`config.mk`:
```
export PLATFORM = sky130hd
export DESIGN_NAME = dmem_arbiter_flat
export DESIGN_NICKNAME = d
export VERILOG_FILES = /design/src/rtl/dmem_arbiter_if.sv /design/src/rtl/dmem_arbiter.sv /design/src/flat_wrapper.sv
export SDC_FILE = /design/constraint.sdc
export NUM_CORES = 1
export LEC_CHECK = 0
export ABC_AREA = 1
export CAP_MARGIN = 20
export CORE_MARGIN = 10
export CORE_UTILIZATION = 40
export DETAILED_ROUTE_END_ITERATION = 8
export GPL_TIMING_DRIVEN = 0
export PLACE_DENSITY = 0.78
export SETUP_SLACK_MARGIN = 0.05
export SLEW_MARGIN = 25
export SYNTH_ARGS = -nofsm -noshare
export SYNTH_HDL_FRONTEND = slang
export SYNTH_SLANG_ARGS = --single-unit
```
`constraint.sdc`:
```
create_clock -name clk -period 8.6 [get_ports clk]
set_input_delay 1.72 -clock clk [delete_from_list [all_inputs] [get_ports clk]]
set_output_delay 1.72 -clock clk [all_outputs]
set_load 0.005 [all_outputs]
```
`src/rtl/dmem_arbiter_if.sv`:
```
// Per-requester data-memory port bundle plus the shared access-size type.
// The master modport is the requester side and the slave modport is the arbiter side.
package dmem_arbiter_pkg;
    typedef enum logic [1:0] {
        MemByte = 2'd0,
        MemHalf = 2'd1,
        MemWord = 2'd2
    } mem_size_t;
endpackage

interface dmem_arbiter_if;
    import dmem_arbiter_pkg::*;

    logic        req;
    logic        wr_en;
    logic        lock;
    logic        zero_extend;
    mem_size_t   size;
    logic [31:0] addr;
    logic [31:0] wr_data;
    logic        gnt;
    logic        rvalid;
    logic        err;
    logic [31:0] rd_data;

    modport master (
        output req, wr_en, lock, zero_extend, size, addr, wr_data,
        input  gnt, rvalid, err, rd_data
    );

    modport slave (
        input  req, wr_en, lock, zero_extend, size, addr, wr_data,
        output gnt, rvalid, err, rd_data
    );
endinterface

```
`src/rtl/dmem_arbiter.sv`:
```
// Two-requester (m0 core, m1 DMA) data-memory arbiter with bounded locking and error checks.
// Define DMEM_ARB_ROUND_ROBIN_EN for round-robin contention; otherwise m0 has fixed priority.
module dmem_arbiter
    import dmem_arbiter_pkg::*;
#(
    parameter int unsigned ADDR_WIDTH = 16,
    parameter int unsigned LOCK_MAX   = 4
) (
    input  logic                 clk,
    input  logic                 rst_n,
    dmem_arbiter_if.slave        m0,
    dmem_arbiter_if.slave        m1,
    output logic                 dmem_req,
    output logic                 dmem_wr_en,
    output logic                 dmem_zero_extend,
    output mem_size_t            dmem_data_size,
    output logic [31:0]          dmem_addr,
    output logic [31:0]          dmem_wr_data,
    input  logic [31:0]          dmem_rd_data
);

    localparam logic [1:0] IDLE   = 2'd0;
    localparam logic [1:0] GRANT0 = 2'd1;
    localparam logic [1:0] GRANT1 = 2'd2;

    localparam int unsigned     CntW     = (LOCK_MAX > 1) ? $clog2(LOCK_MAX) : 1;
    localparam logic [CntW-1:0] LockLast = CntW'(LOCK_MAX - 1);
    localparam logic [32:0]     AddrLim  = 33'd1 << ADDR_WIDTH;

    logic [1:0]      state_q, state_d;
    logic [CntW-1:0] lock_cnt_q, lock_cnt_d;
    logic            rvalid0_q, rvalid0_d, rvalid1_q, rvalid1_d;
    logic            err0_q, err0_d, err1_q, err1_d;
    logic [31:0]     rdata0_q, rdata0_d, rdata1_q, rdata1_d;

    // Grants are masked while reset is sampled low so nothing is consumed mid-reset.
    logic gnt0, gnt1, any_gnt;
    assign gnt0    = rst_n && (state_q == GRANT0);
    assign gnt1    = rst_n && (state_q == GRANT1);
    assign any_gnt = gnt0 | gnt1;

    logic        g_wr_en, g_zext;
    mem_size_t   g_size;
    logic [31:0] g_addr, g_wdata;
    assign g_wr_en = gnt1 ? m1.wr_en       : m0.wr_en;
    assign g_zext  = gnt1 ? m1.zero_extend : m0.zero_extend;
    assign g_size  = gnt1 ? m1.size        : m0.size;
    assign g_addr  = gnt1 ? m1.addr        : m0.addr;
    assign g_wdata = gnt1 ? m1.wr_data     : m0.wr_data;

    logic [2:0]  nbytes;
    logic        misalign, size_bad, acc_err;
    logic [32:0] last_byte;

    always_comb begin
        nbytes   = 3'd4;
        misalign = 1'b0;
        size_bad = 1'b0;
        unique case (g_size)
            MemByte: nbytes = 3'd1;
            MemHalf: begin
                nbytes   = 3'd2;
                misalign = g_addr[0];
            end
            MemWord: misalign = |g_addr[1:0];
            default: size_bad = 1'b1;
        endcase
        // 33-bit sum so an access running past the top of memory cannot wrap.
        last_byte = {1'b0, g_addr} + {30'b0, nbytes} - 33'd1;
        acc_err   = misalign | size_bad | (last_byte >= AddrLim);
    end

    assign dmem_req         = any_gnt & ~acc_err;
    assign dmem_wr_en       = dmem_req ? g_wr_en : 1'b0;
    assign dmem_zero_extend = dmem_req ? g_zext  : 1'b0;
    assign dmem_data_size   = dmem_req ? g_size  : MemByte;
    assign dmem_addr        = dmem_req ? g_addr  : 32'h0;
    assign dmem_wr_data     = dmem_req ? g_wdata : 32'h0;

`ifdef DMEM_ARB_ROUND_ROBIN_EN
    logic rr_q, rr_d;  // 1: m1 wins the next contention in IDLE
`endif

    always_comb begin
        state_d    = state_q;
        lock_cnt_d = '0;
`ifdef DMEM_ARB_ROUND_ROBIN_EN
        rr_d       = rr_q;
`endif
        unique case (state_q)
            IDLE: begin
                if (m0.req && m1.req) begin
`ifdef DMEM_ARB_ROUND_ROBIN_EN
                    state_d = rr_q ? GRANT1 : GRANT0;
`else
                    state_d = GRANT0;
`endif
                end else if (m0.req) begin
                    state_d = GRANT0;
                end else if (m1.req) begin
                    state_d = GRANT1;
                end
            end
            GRANT0: begin
`ifdef DMEM_ARB_ROUND_ROBIN_EN
                rr_d = 1'b1;
`endif
                if (m0.req && m0.lock && (lock_cnt_q < LockLast)) begin
                    lock_cnt_d = lock_cnt_q + CntW'(1);
                end else if (m1.req) begin
                    state_d = GRANT1;
                end else begin
                    state_d = IDLE;
                end
            end
            GRANT1: begin
`ifdef DMEM_ARB_ROUND_ROBIN_EN
                rr_d = 1'b0;
`endif
                if (m1.req && m1.lock && (lock_cnt_q < LockLast)) begin
                    lock_cnt_d = lock_cnt_q + CntW'(1);
                end else if (m0.req) begin
                    state_d = GRANT0;
                end else begin
                    state_d = IDLE;
                end
            end
            default: state_d = IDLE;
        endcase
    end

    // Read data is captured in the grant cycle; writes and errors complete with zero data.
    always_comb begin
        rvalid0_d = gnt0;
        rvalid1_d = gnt1;
        err0_d    = err0_q;
        err1_d    = err1_q;
        rdata0_d  = rdata0_q;
        rdata1_d  = rdata1_q;
        if (gnt0) begin
            err0_d   = acc_err;
            rdata0_d = (acc_err || g_wr_en) ? 32'h0 : dmem_rd_data;
        end
        if (gnt1) begin
            err1_d   = acc_err;
            rdata1_d = (acc_err || g_wr_en) ? 32'h0 : dmem_rd_data;
        end
    end

    always_ff @(posedge clk) begin
        if (!rst_n) begin
            state_q    <= IDLE;
            lock_cnt_q <= '0;
            rvalid0_q  <= 1'b0;
            rvalid1_q  <= 1'b0;
            err0_q     <= 1'b0;
            err1_q     <= 1'b0;
            rdata0_q   <= 32'h0;
            rdata1_q   <= 32'h0;
`ifdef DMEM_ARB_ROUND_ROBIN_EN
            rr_q       <= 1'b0;
`endif
        end else begin
            state_q    <= state_d;
            lock_cnt_q <= lock_cnt_d;
            rvalid0_q  <= rvalid0_d;
            rvalid1_q  <= rvalid1_d;
            err0_q     <= err0_d;
            err1_q     <= err1_d;
            rdata0_q   <= rdata0_d;
            rdata1_q   <= rdata1_d;
`ifdef DMEM_ARB_ROUND_ROBIN_EN
            rr_q       <= rr_d;
`endif
        end
    end

    assign m0.gnt     = gnt0;
    assign m1.gnt     = gnt1;
    assign m0.rvalid  = rvalid0_q;
    assign m1.rvalid  = rvalid1_q;
    assign m0.err     = err0_q;
    assign m1.err     = err1_q;
    assign m0.rd_data = rdata0_q;
    assign m1.rd_data = rdata1_q;

endmodule

```
`src/flat_wrapper.sv`:
```
// flat-port wrapper written by rule: the top's interface ports become plain ports
module dmem_arbiter_flat import dmem_arbiter_pkg::*;
#(
    parameter int unsigned ADDR_WIDTH = 16,
    parameter int unsigned LOCK_MAX   = 4
)
  (clk, rst_n, dmem_req, dmem_wr_en, dmem_zero_extend, dmem_data_size, dmem_addr, dmem_wr_data, dmem_rd_data, m0_req, m0_wr_en, m0_lock, m0_zero_extend, m0_size, m0_addr, m0_wr_data, m0_gnt, m0_rvalid, m0_err, m0_rd_data, m1_req, m1_wr_en, m1_lock, m1_zero_extend, m1_size, m1_addr, m1_wr_data, m1_gnt, m1_rvalid, m1_err, m1_rd_data);
  dmem_arbiter_if m0_i ();
  dmem_arbiter_if m1_i ();
  input  logic clk;
  input  logic rst_n;
  output logic dmem_req;
  output logic dmem_wr_en;
  output logic dmem_zero_extend;
  output mem_size_t dmem_data_size;
  output logic [31:0] dmem_addr;
  output logic [31:0] dmem_wr_data;
  input  logic [31:0] dmem_rd_data;
  input wire logic [$bits(m0_i.req)-1:0] m0_req;
  input wire logic [$bits(m0_i.wr_en)-1:0] m0_wr_en;
  input wire logic [$bits(m0_i.lock)-1:0] m0_lock;
  input wire logic [$bits(m0_i.zero_extend)-1:0] m0_zero_extend;
  input wire logic [$bits(m0_i.size)-1:0] m0_size;
  input wire logic [$bits(m0_i.addr)-1:0] m0_addr;
  input wire logic [$bits(m0_i.wr_data)-1:0] m0_wr_data;
  output wire logic [$bits(m0_i.gnt)-1:0] m0_gnt;
  output wire logic [$bits(m0_i.rvalid)-1:0] m0_rvalid;
  output wire logic [$bits(m0_i.err)-1:0] m0_err;
  output wire logic [$bits(m0_i.rd_data)-1:0] m0_rd_data;
  input wire logic [$bits(m1_i.req)-1:0] m1_req;
  input wire logic [$bits(m1_i.wr_en)-1:0] m1_wr_en;
  input wire logic [$bits(m1_i.lock)-1:0] m1_lock;
  input wire logic [$bits(m1_i.zero_extend)-1:0] m1_zero_extend;
  input wire logic [$bits(m1_i.size)-1:0] m1_size;
  input wire logic [$bits(m1_i.addr)-1:0] m1_addr;
  input wire logic [$bits(m1_i.wr_data)-1:0] m1_wr_data;
  output wire logic [$bits(m1_i.gnt)-1:0] m1_gnt;
  output wire logic [$bits(m1_i.rvalid)-1:0] m1_rvalid;
  output wire logic [$bits(m1_i.err)-1:0] m1_err;
  output wire logic [$bits(m1_i.rd_data)-1:0] m1_rd_data;
  assign m0_i.req = m0_req;
  assign m0_i.wr_en = m0_wr_en;
  assign m0_i.lock = m0_lock;
  assign m0_i.zero_extend = m0_zero_extend;
  assign m0_i.size = m0_size;
  assign m0_i.addr = m0_addr;
  assign m0_i.wr_data = m0_wr_data;
  assign m0_gnt = m0_i.gnt;
  assign m0_rvalid = m0_i.rvalid;
  assign m0_err = m0_i.err;
  assign m0_rd_data = m0_i.rd_data;
  assign m1_i.req = m1_req;
  assign m1_i.wr_en = m1_wr_en;
  assign m1_i.lock = m1_lock;
  assign m1_i.zero_extend = m1_zero_extend;
  assign m1_i.size = m1_size;
  assign m1_i.addr = m1_addr;
  assign m1_i.wr_data = m1_wr_data;
  assign m1_gnt = m1_i.gnt;
  assign m1_rvalid = m1_i.rvalid;
  assign m1_err = m1_i.err;
  assign m1_rd_data = m1_i.rd_data;
  dmem_arbiter #(.ADDR_WIDTH(ADDR_WIDTH), .LOCK_MAX(LOCK_MAX)) u_core (.clk(clk), .rst_n(rst_n), .m0(m0_i), .m1(m1_i), .dmem_req(dmem_req), .dmem_wr_en(dmem_wr_en), .dmem_zero_extend(dmem_zero_extend), .dmem_data_size(dmem_data_size), .dmem_addr(dmem_addr), .dmem_wr_data(dmem_wr_data), .dmem_rd_data(dmem_rd_data));
endmodule
```
==> flow_summary.yaml, run 1 <==
sta:
  skew_ns: 0.00523
  rsz_0062_raised_after_global_routing: "false"
  worst-slew-pin-transition_ns: 0.858
  setup_ws_ns: 0.437
  achievable-frequency_ghz: 0.123
  fin_crit_ns: 8.16
  max-slew-margin-rel: 0.428
  report.final.slew_viol_count: 0
  finalSetupViolations: 0
  period_share: 0.949
  hold_viol_final: 0
setup_path:
  max_stage_delay_ns: 0.55
  worst_path_most_repeated_cell: "sky130_fd_sc_hd__nand2_1"
  worstReg2RegStart: "u_core.state_q[0]"
  cp_max_fo: 10
  worst-setup-path-type: "input pin to primary output"
  setup.worst_path.end_class: "primary output"
  r2r_setup_slack_ns: 3.64
  critPathCapture: "dmem_wr_data[15]"
  ff2ff_path_depth: 31
  worst_path_max_delay_cell: "sky130_fd_sc_hd__clkdlybuf4s50_1"
  critical_path.reg2reg.endpoint: "u_core.m0.rd_data[3]"
  timing.critical_path.from: "rst_n"
  crit_arrival_ns: 6.44
  critPathRequiredTime_ns: 6.88
  worst_setup_path_start_kind: "input pin"
yosys:
  syn-cell-area_um2: 6760
  postSynthRegisterBits: 72
  synth_warnings: 0
  synth_flop_cell: "sky130_fd_sc_hd__dfxtp_1"
  async_flop_share: 0
  synth_edf_count: 0
  synthCells: 1129
  postSynthNetCount: 1348
  ys_types: 36
  synth.avg_cell_area_um2: 5.99
  ys_seq_area_frac: 0.213
die:
  fp.dieW_um: 150
  fp.coreArea_um2: 16600
  io_pins: 313
  floorplan.initialDensity: 0.408
  floorplan.die.height_um: 150
  die_area_um2: 22500
  fp-row-count: 47
pwr:
  p_leak_nw: 5.18
  ir_drop_v: 0.000134
  p_per_area_nw_per_um2: 139
routing:
  detail_route.wirelength_mm: 29.3
  detail_route.wl_per_cell_um: 17.4
  detail_route.first_pass.iterations: 5
  drc_errors: 0
  ant_nets: 0
  detail_route.vias_per_cell: 5.06
  dr_total_vias: 8503
  initialDrtViolationCount: 560
placement:
  pre_cts_slack_ns: -0.902
  gp_congestion: 0.966
  placed_cell_area_um2: 10200
  hpwl_mm: 24.1
  buffer_ports.inserted: 312
global_route:
  grt.total_usage: 0.250
  grt_first_pass_wirelength_mm: 45.1
  groute.layer.met2.usage: 0.444
  grt_start_max_net_pins: 13
  via_count_of_the_first_global_routing_pass: 8408
  grt_util_met1: 0.284
  globalRouteOverflowTotal: 0
  grt_antenna_before_repair: 0
  global_route.peak_usage_layer: "met2"
  globalRouteMet3Util: 0.0794
hold_path:
  worstHoldPathCells: 1
  hold_path.class: "flip-flop to flip-flop"
cells_and_area:
  register_area_um2: 1440
  layout-area-overhead-vs-synth_pct: 55.9
  final.fill_count: 1555
  design.final.nets: 1674
  final_std_cell_area_no_fill_um2: 10500
  drive_gt1_frac: 0.0658
  total_area_of_multi_input_combinational_cells_um2: 4430
clocking:
  cts.root.buffer_cell: "sky130_fd_sc_hd__clkbuf_16"
  clk_transition_reported_paths_ns: 0.06
  cts_buffer_depth: 2
  tritoncts_clock_tree: "done"
  level_count_of_the_clock_h_tree: 3
  postCtsHoldBufs: 0
  numClockSinks: 72
  clk-insertion-delay-late_ns: 0.33
  cts-buffers-inserted: 9
run_status:
  outcome: "finished clean"
run:
  max_cap_violations: 0
==> cell usage in the layout (no fill, tap or decap), types with 4 or more instances in the layout <==
| master | instances |
|---|---|
| sky130_fd_sc_hd__nand3_1 | 45 |
| sky130_fd_sc_hd__dfxtp_1 | 72 |
| sky130_fd_sc_hd__buf_2 | 4 |
| sky130_fd_sc_hd__buf_4 | 8 |
| sky130_fd_sc_hd__clkdlybuf4s50_1 | 311 |
| sky130_fd_sc_hd__a21oi_1 | 87 |
| sky130_fd_sc_hd__mux2i_1 | 35 |
| sky130_fd_sc_hd__clkbuf_16 | 9 |
| sky130_fd_sc_hd__nor2_4 | 9 |
| sky130_fd_sc_hd__clkbuf_1 | 28 |
| sky130_fd_sc_hd__nand3b_1 | 6 |
| sky130_fd_sc_hd__or2_2 | 29 |
| sky130_fd_sc_hd__clkbuf_2 | 4 |
| sky130_fd_sc_hd__inv_2 | 8 |
| sky130_fd_sc_hd__inv_1 | 171 |
| sky130_fd_sc_hd__ha_1 | 44 |
| sky130_fd_sc_hd__nor3_1 | 5 |
| sky130_fd_sc_hd__nor2_1 | 130 |
| sky130_fd_sc_hd__o21ai_0 | 102 |
| sky130_fd_sc_hd__nand2_1 | 269 |
| sky130_fd_sc_hd__nand4_1 | 42 |
==> registers in the layout, indices dropped and copies added, names as in the netlist <==
| name | count |
|---|---|
| u_core.lock_cnt_q | 2 |
| u_core.m0.rd_data | 32 |
| u_core.state_q | 2 |
| u_core.m0.rvalid | 1 |
| u_core.m0.err | 1 |
| u_core.m1.err | 1 |
| u_core.m1.rvalid | 1 |
| u_core.m1.rd_data | 32 |
==> critical path: cells and delay by family <==
family | cells | cell delay, ns
AOI/OAI and AO/OA | 1 | 0.26
and+or+nand+nor | 16 | 1.71
adders and majority gates | 4 | 1.05
buffers and inverters | 10 | 1.69
==> synth_stat cells (all sizes together) (3+ instances only) <==
master / n / area [um^2]
mux2i: 35 / 350
nor2: 142 / 608
nand3b: 6 / 45.0
ha: 44 / 551
a21oi: 88 / 444
clkbuf: 34 / 128
buf: 14 / 106
nand3: 47 / 253
xnor2: 3 / 26.3
nand4: 42 / 263
nor3: 6 / 41.3
dfxtp: 72 / 1440
and2: 3 / 18.8
inv: 179 / 672
nand2: 272 / 1030
o21ai: 105 / 529
or2: 29 / 181
==> final cells by class <==
| cell class | count | share of cell area |
|---|---|---|
| Multi-Input combinational cell | 830 | 0.420 |
| Sequential cell | 72 | 0.137 |
| Buffer | 47 | 0.0235 |
| Antenna cell | 1 | 0.000237 |
| Timing Repair Buffer | 316 | 0.301 |
| Tap cell | 220 | 0.0261 |
| Clock buffer | 10 | 0.0227 |
| Clock inverter | 5 | 0.00546 |
| Inverter | 179 | 0.0637 |
==> metrics by stage <==
| step | instances | TNS (ns) | total power [mW] | hold slack [ns] | utilization |
|---|---|---|---|---|---|
| after floorplan | 1129 | 0 | 0.809 | 0.406 | - |
| after global routing | 1679 | 0 | 1.57 | 0.464 | 0.635 |
| after CTS | 1676 | 0 | 1.46 | 0.435 | 0.632 |
| final | 1680 | 0 | 1.47 | 0.431 | 0.636 |
| after detailed placement | 1661 | -54.10 | 1.09 | 0.427 | 0.613 |
| after global placement | 1661 | -50.59 | 1.08 | 0.419 | 0.613 |
==> cells by family after synthesis <==
| family | synth area share |
|---|---|
| mux | 0.0518 |
| xor+xnor | 0.00648 |
| buf+inv | 0.134 |
| compound gates | 0.147 |
| simple gates | 0.363 |
| flops | 0.213 |
| fa+ha+maj | 0.0844 |
==> worst min path at each step <==
stage,endpoint,from,slack (ns)
6_report,u_core.lock_cnt_q[0],u_core.lock_cnt_q[0],0.43
5_1_grt,u_core.lock_cnt_q[0],u_core.lock_cnt_q[0],0.46
4_1_cts,u_core.lock_cnt_q[0],u_core.lock_cnt_q[0],0.44
3_5_place_dp,u_core.lock_cnt_q[0],u_core.lock_cnt_q[0],0.43
3_3_place_gp,u_core.lock_cnt_q[0],u_core.lock_cnt_q[0],0.42
2_1_floorplan,u_core.lock_cnt_q[0],u_core.lock_cnt_q[0],0.41
==> metal layers <==
metal	vias up	routed length (um)
li1	4268	-
met1	3884	11700
met2	314	14400
met3	37	2600
met4	0	517
met5	-	0
==> power by group <==
group / switching [mW] / internal (mW) / leakage (nW)
clock: 0.140 / 0.231 / 0.148
combinational: 0.402 / 0.306 / 4.44
sequential: 0.0205 / 0.370 / 0.591
==> what timing repair did <==
item / in CTS / in global routing
resized for setup: 12 / 13
setup endpoints to repair: 69 / 69
buffers inserted: 0 / 4
pin swaps: 0 / 2
Note: power is estimated with default switching activity, not from simulation.
==> run 2: changes to the inputs <==
--- a/config.mk
+++ b/config.mk
@@ -8,10 +8,9 @@
 export ABC_AREA = 1
 export CAP_MARGIN = 20
 export CORE_MARGIN = 10
-export CORE_UTILIZATION = 40
+export CORE_UTILIZATION = 43
 export DETAILED_ROUTE_END_ITERATION = 8
-export GPL_TIMING_DRIVEN = 0
-export PLACE_DENSITY = 0.78
+export PLACE_DENSITY = 0.83
 export SETUP_SLACK_MARGIN = 0.05
 export SLEW_MARGIN = 25
 export SYNTH_ARGS = -nofsm -noshare
==> flow_summary.yaml, run 2 (synthesis gave the netlist of run 1 again) <==
placement:
  hpwl_mm: 22.6
  placed_cell_area_um2: 10000
  gp_congestion: 0.939
  buffer_ports.inserted: 312
  pre_cts_slack_ns: 0.451
  placed_instances: 1616
pwr:
  power.share.combinational: 0.485
  sw_frac_of_total: 0.385
  p_sw_uw: 560
  p_clk_frac: 0.247
  p_leak_nw: 5.08
  ir_drop_v: 0.000133
  p_per_area_nw_per_um2: 141
  pwr-share-seq: 0.268
  internal-power_uw: 894
sta:
  setup_ws_ns: 0.531
  finalSetupViolations: 0
  max-slew-margin-rel: 0.618
  skew_ns: 0.00403
  worst-slew-pin-transition_ns: 0.573
  fin_crit_ns: 8.07
  hold_viol_final: 0
  timing.setup.tns_ns: 0
  report.final.slew_viol_count: 0
  achievable-frequency_ghz: 0.124
  period_share: 0.938
  rsz_0062_raised_after_global_routing: "false"
clocking:
  cts.root.buffer_cell: "sky130_fd_sc_hd__clkbuf_16"
  numClockSinks: 72
  cts.repair.resized: 0
  cts-buffers-inserted: 9
  tritoncts_clock_tree: "done"
  clk_transition_reported_paths_ns: 0.06
  cts_buffer_depth: 2
  level_count_of_the_clock_h_tree: 3
  clk-insertion-delay-late_ns: 0.33
  count_of_buffers_added_by_post_cts_timing_repair_for_setup: 0
  postCtsHoldBufs: 0
setup_path:
  critical_path.reg2reg.endpoint: "u_core.m0.rd_data[21]"
  worst_path_most_repeated_cell: "sky130_fd_sc_hd__nand2_1"
  cp_max_fo: 48
  r2r_setup_slack_ns: 3.76
  worst_setup_path_start_kind: "input pin"
  setup.worst_path.end_class: "primary output"
  worstReg2RegStart: "u_core.state_q[0]"
  max_stage_delay_ns: 0.54
  worst-setup-path-type: "input pin to primary output"
  critPathRequiredTime_ns: 6.88
  worst_path_max_delay_cell: "sky130_fd_sc_hd__clkdlybuf4s50_1"
  ff2ff_path_depth: 29
  crit_arrival_ns: 6.35
hold_path:
  worst_hold_end: "u_core.lock_cnt_q[0]"
  hold_path.class: "flip-flop to flip-flop"
  worstHoldPathCells: 1
  min-delay-start: "u_core.lock_cnt_q[0]"
global_route:
  via_count_of_the_first_global_routing_pass: 8268
  grt_antenna_before_repair: 2
  grt_first_pass_wirelength_mm: 44.0
  grt_start_max_net_pins: 70
  grt.total_usage: 0.251
  globalRouteOverflowTotal: 0
routing:
  dr_total_vias: 8371
  detail_route.first_pass.iterations: 5
  detail_route.vias_per_cell: 5.13
  detail_route.wirelength_mm: 28.1
  drc_errors: 0
  ant_nets: 0
  detail_route.wl_per_cell_um: 17.2
  initialDrtViolationCount: 543
die:
  fp.dieW_um: 145
  floorplan.die.height_um: 145
  fp-row-count: 45
  die_area_um2: 21100
  io_pins: 313
  fp.coreArea_um2: 15300
  floorplan.initialDensity: 0.441
cells_and_area:
  leading_cell_types_in_the_layout_fill_and_taps_excluded: "sky130_fd_sc_hd__clkdlybuf4s50_1, sky130_fd_sc_hd__nand2_1, sky130_fd_sc_hd__inv_1"
  layout-area-overhead-vs-synth_pct: 52.6
  drive_gt1_frac: 0.0606
  design.final.nets: 1635
  final_std_cell_area_no_fill_um2: 10300
  leading_cell_type_in_the_layout_fill_and_taps_excluded: "sky130_fd_sc_hd__clkdlybuf4s50_1"
  layout.cells.non_filler: 1633
run_status:
  outcome: "finished clean"
run:
  max_cap_violations: 0
-- run 2: cell types whose count changed in the layout (fill, tap and decap cells not counted), moves of 2 or more --
cell / change
sky130_fd_sc_hd__buf_2: -3
sky130_fd_sc_hd__buf_12: -2
sky130_fd_sc_hd__clkbuf_4: -2
sky130_fd_sc_hd__clkbuf_2: -4
sky130_fd_sc_hd__clkbuf_1: -28
sky130_fd_sc_hd__buf_4: +3
-- run 2: worst max-delay path by stage --
stage               start               end  slack, ns  cells after the start
6_report       m0_size[1]  dmem_wr_data[10]       0.53                     29
5_1_grt        m0_size[1]  dmem_wr_data[12]       0.09                     29
4_1_cts        m1_size[1]  dmem_wr_data[24]       0.44                     28
3_5_place_dp   m1_size[1]  dmem_wr_data[24]       0.45                     28
3_3_place_gp   m1_size[1]   dmem_wr_data[1]       0.56                     28
2_1_floorplan       rst_n     dmem_addr[23]       1.52                     30
-- run 2: area by class of cell --
class | count | area, um^2
Fill cell | 1379 | 5000
Multi-Input combinational cell | 830 | 4420
Timing Repair Buffer | 324 | 3220
Sequential cell | 72 | 1440
Inverter | 179 | 672
Tap cell | 211 | 264
Clock buffer | 9 | 225
Clock inverter | 6 | 61.3
Antenna cell | 2 | 5.00
-- run 2: per-layer routing --
metal | GRT usage | wire, um | part of all wire
met5 | 0 | 0 | 0
met4 | 0.0930 | 869 | 0.031
met3 | 0.0748 | 2500 | 0.089
met2 | 0.436 | 13500 | 0.48
met1 | 0.283 | 11200 | 0.40
-- run 2: power groups by stage --
stage / Clock, mW / Sequential [mW] / Combinational, mW
finish: 0.360 / 0.389 / 0.705
global route: 0.378 / 0.393 / 0.787
CTS: 0.362 / 0.389 / 0.701
detailed placement: 0 / 0.394 / 0.695
global placement: 0 / 0.393 / 0.689
floorplan: 0 / 0.396 / 0.414
-- run 2: metrics by stage --
step	utilization	hold WS [ns]	total power, mW
finish	0.673	0.436	1.45
CTS	0.673	0.439	1.45
global placement	0.654	0.421	1.08
detailed placement	0.654	0.430	1.09
floorplan	-	0.406	0.809
global route	0.673	0.474	1.56
-- run 2: critical path: cells and delay by family --
kind | cells | cell delay, ns
and+or+nand+nor | 16 | 1.67
buffers and inverters | 8 | 1.55
adders and majority gates | 4 | 1.09
AOI/OAI and AO/OA | 1 | 0.29
